File: config.mk
export PLATFORM = sky130hd
export DESIGN_NAME = adder_rr_sched
export DESIGN_NICKNAME = d
export VERILOG_FILES = /design/src/rtl/adder_rr_sched.sv
export SDC_FILE = /design/constraint.sdc
export NUM_CORES = 1
export LEC_CHECK = 0
export CORE_AREA = 2 2 170 172
export CTS_BUF_LIST = sky130_fd_sc_hd__clkbuf_4 sky130_fd_sc_hd__clkbuf_8
export CTS_CLUSTER_DIAMETER = 80
export DETAILED_ROUTE_END_ITERATION = 6
export DIE_AREA = 0 0 172 174
export PLACE_DENSITY = 0.69
export SYNTH_ARGS = -nofsm -noshare
export SYNTH_HDL_FRONTEND = slang
export SYNTH_SLANG_ARGS = --single-unit
File: constraint.sdc
create_clock -name clk -period 3.1 [get_ports clk]
set_clock_uncertainty 0.15 [all_clocks]
set_input_delay 0.775 -clock clk [delete_from_list [all_inputs] [get_ports clk]]
set_output_delay 0.775 -clock clk [all_outputs]
set_load 0.02 [all_outputs]
File: src/rtl/adder_rr_sched.sv
// Round-robin arbiter sharing one external combinational adder among NREQ requesters.
// Accept at T, result at T+2. Holds the result until rsp_ready and accepts nothing meanwhile.
module adder_rr_sched #(
  parameter int NREQ  = 4,
  parameter int WIDTH = 32,
  parameter int ID_W  = 2
) (
  input  logic                  clk,
  input  logic                  reset,
  input  logic [NREQ-1:0]       req_valid,
  output logic [NREQ-1:0]       req_ready,
  input  logic [NREQ*WIDTH-1:0] req_a,
  input  logic [NREQ*WIDTH-1:0] req_b,
  input  logic [NREQ-1:0]       req_cin,
  output logic [WIDTH-1:0]      add_a,
  output logic [WIDTH-1:0]      add_b,
  output logic                  add_cin,
  input  logic [WIDTH-1:0]      add_sum,
  input  logic                  add_cout,
  output logic                  rsp_valid,
  input  logic                  rsp_ready,
  output logic [ID_W-1:0]       rsp_id,
  output logic [WIDTH-1:0]      rsp_sum,
  output logic                  rsp_cout,
  output logic [31:0]           ops_done
);

  typedef enum logic [1:0] {
    IDLE  = 2'd0,
    ISSUE = 2'd1,
    RESP  = 2'd2
  } state_t;

  state_t            state;
  state_t            state_nxt;
  logic [ID_W-1:0]   last_grant;
  logic [ID_W-1:0]   cur_id;
  logic [WIDTH-1:0]  op_a;
  logic [WIDTH-1:0]  op_b;
  logic              op_cin;
  logic              found;
  logic [ID_W-1:0]   winner;
  logic [ID_W-1:0]   cand;

  // Search starts just after the last grant so a held request is served within NREQ grants.
  always_comb begin
    found  = 1'b0;
    winner = '0;
    cand   = '0;
    for (int k = 1; k <= NREQ; k++) begin
      cand = ID_W'((int'(last_grant) + k) % NREQ);
      if (!found && req_valid[cand]) begin
        found  = 1'b1;
        winner = cand;
      end
    end
  end

  always_ff @(posedge clk) begin
    if (reset) begin
      state <= IDLE;
    end else begin
      state <= state_nxt;
    end
  end

  always_comb begin
    state_nxt = state;
    case (state)
      IDLE:    if (found) state_nxt = ISSUE;
      ISSUE:   state_nxt = RESP;
      RESP:    if (rsp_ready) state_nxt = IDLE;
      default: state_nxt = IDLE;
    endcase
  end

  always_comb begin
    req_ready = '0;
    if (state == IDLE && found) begin
      req_ready[winner] = 1'b1;
    end
  end

  always_ff @(posedge clk) begin
    if (reset) begin
      op_a       <= '0;
      op_b       <= '0;
      op_cin     <= 1'b0;
      cur_id     <= '0;
      last_grant <= ID_W'(NREQ - 1);
      rsp_valid  <= 1'b0;
      rsp_id     <= '0;
      rsp_sum    <= '0;
      rsp_cout   <= 1'b0;
      ops_done   <= '0;
    end else begin
      case (state)
        IDLE: begin
          if (found) begin
            op_a       <= req_a[winner*WIDTH +: WIDTH];
            op_b       <= req_b[winner*WIDTH +: WIDTH];
            op_cin     <= req_cin[winner];
            cur_id     <= winner;
            last_grant <= winner;
          end
        end
        ISSUE: begin
          rsp_sum   <= add_sum;
          rsp_cout  <= add_cout;
          rsp_id    <= cur_id;
          rsp_valid <= 1'b1;
        end
        RESP: begin
          if (rsp_ready) begin
            rsp_valid <= 1'b0;
            ops_done  <= ops_done + 32'd1;
          end
        end
        default: ;
      endcase
    end
  end

  // Operand registers only load on accept, so the adder inputs stay quiet while idle.
  assign add_a   = op_a;
  assign add_b   = op_b;
  assign add_cin = op_cin;

endmodule

# Word-level counts from Yosys, hierarchy flattened
# Index checks and enable logic that the tools add are counted.
dict set report classes {
  add_sub_neg 5
  magnitude_cmp 6
  eq_ne 4
  n_shift 2
  n_mux 26
  reduce_logical 14
}
# operator count
set op_table {}
lappend op_table {{128-bit by 8-bit indexed part select with 32-bit output} 2}
lappend op_table {{32-bit by 1-bit adder with 32-bit output (second input constant)} 1}
lappend op_table {{2-bit by 3-bit less-than comparator with 1-bit output (second input constant)} 5}
lappend op_table {{2-bit two-way mux} 6}
lappend op_table {{1-bit two-way mux} 11}
lappend op_table {{1-bit binary-select mux with 2-bit select} 5}
lappend op_table {{2-bit AND reduction} 4}
lappend op_table {{2-bit one-hot mux with 3 select lines} 1}
lappend op_table {{1-bit logical AND} 5}
lappend op_table {{2-bit by 1-bit adder with 2-bit output (second input constant)} 2}
lappend op_table {{2-bit adder (second input constant)} 2}
lappend op_table {{4-bit two-way mux} 1}
lappend op_table {{2-bit != test (second input constant)} 2}
lappend op_table {{1-bit logical NOT} 3}
lappend op_table {{1-bit demux with 2-bit select} 1}
lappend op_table {{2-bit by 1-bit equality test with 1-bit output (second input constant)} 1}
lappend op_table {{2-bit equality test (second input constant)} 1}
lappend op_table {{2-bit by 1-bit greater-or-equal comparator with 1-bit output (second input constant)} 1}
lappend op_table {{2-bit logical NOT} 1}
lappend op_table {{1-bit one-hot mux with 2 select lines} 1}
lappend op_table {{2-bit nonzero test} 1}
dict set report word_totals {
  reg_bits 139
  inputBits 300
  out_inout_bits 137
  elab_cells 68
}

# Depth between registers and ports, before layout
dict set report depth {
  ltp_word 18
  mapped_depth 9
  ltp_nobuf 5
}

# Least setup slack after synthesis
# OpenSTA, ideal clock, no wires.
dict set report synth_timing {
  kind {in2out}
  start {input port req_valid[1]}
  end {output port req_ready[0]}
  arrival_ns 2.125
  required_time_ns 2.175
  setup_slack_ns 0.050
  cell_stages 6
  n_path_buf 2
  path_cell_list {nor2b_1 -> o21bai_1 -> clkbuf_1 -> buf_1 -> nand2_1 -> nor2_1}
}
dict set report synth_between {
  elab_chain_cells 17
  word_cells_on_any_way 29
}
# item line_no
set synth_lines {}
lappend synth_lines {{start, declared} 10} ;# input logic [NREQ-1:0] req_valid,
lappend synth_lines {{1-bit binary-select mux with 2-bit select} 52} ;# if (!found && req_valid[cand]) begin
lappend synth_lines {{1-bit two-way mux (not written as such)} 52}
lappend synth_lines {{1-bit two-way mux} 52}
lappend synth_lines {{1-bit logical NOT} 52}
lappend synth_lines {{1-bit logical AND} 52}
lappend synth_lines {{1-bit two-way mux} 52}
lappend synth_lines {{1-bit logical NOT} 52}
lappend synth_lines {{1-bit logical AND} 52}
lappend synth_lines {{1-bit two-way mux} 52}
lappend synth_lines {{1-bit logical NOT} 52}
lappend synth_lines {{1-bit logical AND} 52}
lappend synth_lines {{2-bit two-way mux} 52}
lappend synth_lines {{2-bit by 3-bit less-than comparator with 1-bit output (not written as such) / 2-bit by 1-bit greater-or-equal comparator with 1-bit output (equally long branches)} 80} ;# req_ready[winner] = 1'b1;
lappend synth_lines {{1-bit logical AND (not written as such)} 80}
lappend synth_lines {{1-bit two-way mux (not written as such)} 80}
lappend synth_lines {{1-bit demux with 2-bit select} 80}
lappend synth_lines {{4-bit two-way mux *} 79} ;# if (state == IDLE && found) begin
lappend synth_lines {{end, declared} 11} ;# output logic [NREQ-1:0] req_ready,
# Mark *: on every way between the ends. The rest lies on a longest branch, timed or not. The select of a mux whose other input is x is not followed.

# Final worst setup path
dict set report layout_timing {
  start {input port req_valid[3]}
  end {output port req_ready[0]}
}
# The elaborated chain is that of the path after synthesis.

==> impl_metrics.tcl <==
set metrics [dict create \
    ios 437 \
    whs_endpoint "rsp_id[0]" \
    ys_seq_elements 139 \
    fin_crit_ps 2970 \
    comb_power_share_pct 34.8 \
    grt_pass1_wl_um 46500 \
    worstMarginPinSlew_ps 870 \
    tritoncts "done" \
    dieArea_sq_um 29900 \
    drc_errors 0 \
    grt_max_degree 76 \
    worstReg2RegEnd "add_b[17]" \
    area_growth_pct 74.9 \
    ir_drop_mv 0.218 \
    coreArea_sq_um 28200 \
    synth_nets 1192 \
    period_share_pct 95.9 \
    internal_power_mw 3.78 \
    dieHeight_um 174 \
    r2r-start "last_grant[1]" \
    syn_avg_cell_area_sq_um 8.03 \
    syn-cell-area_sq_um 7160 \
    firstDrtPassIters 4 \
    clockRootBuffer "clkbuf_8" \
    cts_sinks 139 \
    fillers 2833 \
    wirelength_um 30600 \
    dr.first_iter.drc_count 532 \
    yosysSeqAreaShare_pct 38.9 \
    setup_viol 0 \
    seq_power_share_pct 36.4 \
    clock_latency_ps 440 \
    maxSlewViolCount 0 \
    power_mw 5.76 \
    p_leak_nw 4.57 \
    worst-setup-path-type "in2out" \
    hold_slack_ps 307 \
    clockBufferDepth 2 \
    synthArstFlopShare_pct 0 \
    antenna_left 0 \
    r2r_slack_ps 740 \
    power_switching_mw 1.99 \
    synth-main-ff-cell "dfxtp_1" \
    swShare_pct 34.5 \
    crit_path_max_fanout 5 \
    fp.dieW_um 172 \
    crit_start "req_valid[3]" \
    crit_arrival_ps 2050 \
    globalplace.congestion 0.822 \
    grt_pass1_vias 8370 \
    worst_setup_path_start_kind "input pin" \
    status "complete, no violations" \
    fin_cells 1702 \
    hold_class "reg2reg" \
    hpwl_um 21500 \
    drive_above_1_share_pct 7.30 \
    antenna_found_initial 4 \
    rr_worst_depth 7 \
    wire_per_inst_um 18.0 \
    nNetsFinal 1603 \
    initial_core_util_pct 25.4 \
    port_buffers 436 \
    grt-ovfl-total 0 \
    yosys_warnings 0 \
    max_cap_violations 0 \
    numCtsBuffers 17 \
    rsz0062_at_grt "no" \
    powerDensity_nw_per_um2 460 \
    ys_types 46 \
    rows 62 \
    finalHoldViolations 0 \
    end_kind "primary output" \
    via_per_inst 4.86 \
    min_path_cells 2 \
    relSlewSlack_pct 42.0 \
    path_clk_slew_ps 80 \
    synth_edf_count 0 \
    h-tree-depth 4 \
    finalSetupTns_ps 0 \
    vias 8272 \
    p_clk_share_pct 28.8 \
    timing.fmax_ghz 0.336 \
    place_inst 1666 \
    min_from "rsp_id[0]" \
    grt_usage_pct 20.0 \
    cp.required_ps 2170 \
    syn_inst 891 \
]
==> synth_stat cells (3+ instances only) <==
| library cell | number | area [sq um] |
|---|---|---|
| nor3_1 | 14 | 70.1 |
| mux2i_1 | 67 | 671 |
| a21oi_1 | 44 | 220 |
| or3_1 | 4 | 25.0 |
| nand4_1 | 6 | 37.5 |
| buf_6 | 4 | 45.0 |
| nor4_1 | 12 | 75.1 |
| nor2_1 | 37 | 139 |
| xnor2_1 | 21 | 184 |
| buf_2 | 8 | 40.0 |
| buf_1 | 13 | 48.8 |
| o21ai_0 | 69 | 345 |
| nor2b_1 | 4 | 25.0 |
| and4_1 | 3 | 26.3 |
| inv_1 | 7 | 26.3 |
| dfxtp_1 | 139 | 2780 |
| nand2_1 | 151 | 567 |
| clkbuf_1 | 51 | 191 |
| a21o_1 | 65 | 488 |
| buf_4 | 3 | 22.5 |
| xor2_1 | 3 | 26.3 |
| nand3_1 | 74 | 370 |
| o211ai_1 | 65 | 488 |
==> final cells by class <==
| type | count | area, sq um | share of cell area [%] |
|---|---|---|---|
| antenna | 3 | 7.51 | 0.0600 |
| clock inverter | 14 | 176 | 1.41 |
| multi-input combinational | 666 | 4100 | 32.7 |
| sequential | 139 | 2780 | 22.2 |
| inverter | 7 | 26.3 | 0.210 |
| timing repair buffer | 471 | 4700 | 37.6 |
| clock buffer | 18 | 248 | 1.98 |
| tap | 384 | 480 | 3.84 |
==> through the flow <==
step | setup WS, ps | utilization, % | area [sq um]
2_1_floorplan | 49.5 | - | 7160
3_3_place_gp | -426 | 42.7 | 12100
3_5_place_dp | -434 | 42.7 | 12100
4_1_cts | 122 | 44.3 | 12500
5_1_grt | 12.9 | 44.3 | 12500
6_report | 126 | 44.3 | 12500
==> logic make-up (layout without fill, tap and decap cells) <==
logic type	Yosys count	in the layout	synth area share, %
AND/OR/NAND/NOR	319	319	20.4
AO/OA/AOI/OAI	254	254	22.9
flip-flops	139	139	38.9
buffers and inverters	86	510	5.23
multiplexers	68	68	9.53
XOR/XNOR	24	24	2.94
adder cells (fa/ha/maj)	1	1	0.175
other	0	3	0
==> cells in the final DEF, fill, tap and decap left out, types with 2 or more instances in the layout <==
master           synthesis  routed
diode_2                  0       3
buf_12                   0       7
nand2_2                  0       3
nor2_4                   0       2
dlygate4sd2_1            0       4
o21ai_0                 69      69
nand3_1                 74      74
or3_1                    4       4
nor3_1                  14      13
xor2_1                   3       3
nand4_1                  6       6
clkdlybuf4s50_1          0     427
a21oi_1                 44      44
clkinv_4                 0       3
o21ba_2                  2       2
inv_8                    0       5
and4_1                   3       3
xnor2_1                 21      21
and3b_1                  2       2
o211ai_1                65      65
nor4_1                  12      11
nand2_1                151     148
mux2i_1                 67      67
a21o_1                  65      65
bufinv_16                0       2
clkdlybuf4s15_2          0       2
inv_6                    0       3
and4_4                   2       2
nor2b_1                  4       2
clkbuf_8                 0      18
buf_4                    3      30
nor2_1                  37      35
dfxtp_1                139     139
inv_1                    7       7
==> repair_timing <==
action,CTS,global route
hold endpoints to repair,0,0
setup endpoints to repair,4,0
setup buffers,1,0
hold buffers,0,0
resized for setup,18,0
==> power by group through the flow <==
| stage | Combinational, mW | Clock [mW] | Sequential (mW) |
|---|---|---|---|
| final | 2.01 | 1.66 | 2.10 |
| after global routing | 2.15 | 1.79 | 2.13 |
| after CTS | 2.02 | 1.73 | 2.10 |
| after detailed placement | 2.01 | 0 | 2.13 |
| after global placement | 2.00 | 0 | 2.13 |
| after floorplan | 0.717 | 0 | 2.35 |
==> flip-flops by register name, summed over array words and instances (netlist names) <==
register	count
add_a	32
add_b	32
ops_done	32
rsp_sum	32
cur_id	2
last_grant	2
rsp_id	2
state	2
add_cin	1
rsp_cout	1
rsp_valid	1
==> critical path, cell delays in order <==
cell and delay [ps]:
dlygate4sd2_1 280, mux2i_1 170, buf_4 160, a2bb2oi_4 140, nand2_1 80, buf_4 150
nor2_2 120, buf_4 170
==> worst max path at each step <==
stage | end | slack (ps) | depth (start not counted)
5_1_grt | req_ready[1] | 10 | 6
4_1_cts | req_ready[1] | 120 | 6
3_3_place_gp | req_ready[3] | -430 | 7
3_5_place_dp | req_ready[3] | -430 | 7
6_report | req_ready[0] | 130 | 8
2_1_floorplan | req_ready[0] | 50 | 6
==> per-layer routing <==
layer | wire, um | GRT usage [%] | vias to the layer above
met5 | 13 | 0 | -
met4 | 690 | 7.07 | 2
met3 | 2430 | 5.60 | 37
met2 | 15400 | 35.3 | 339
met1 | 12100 | 23.0 | 3906
li1 | - | - | 3988
Note: power is estimated with default switching activity, not from simulation.
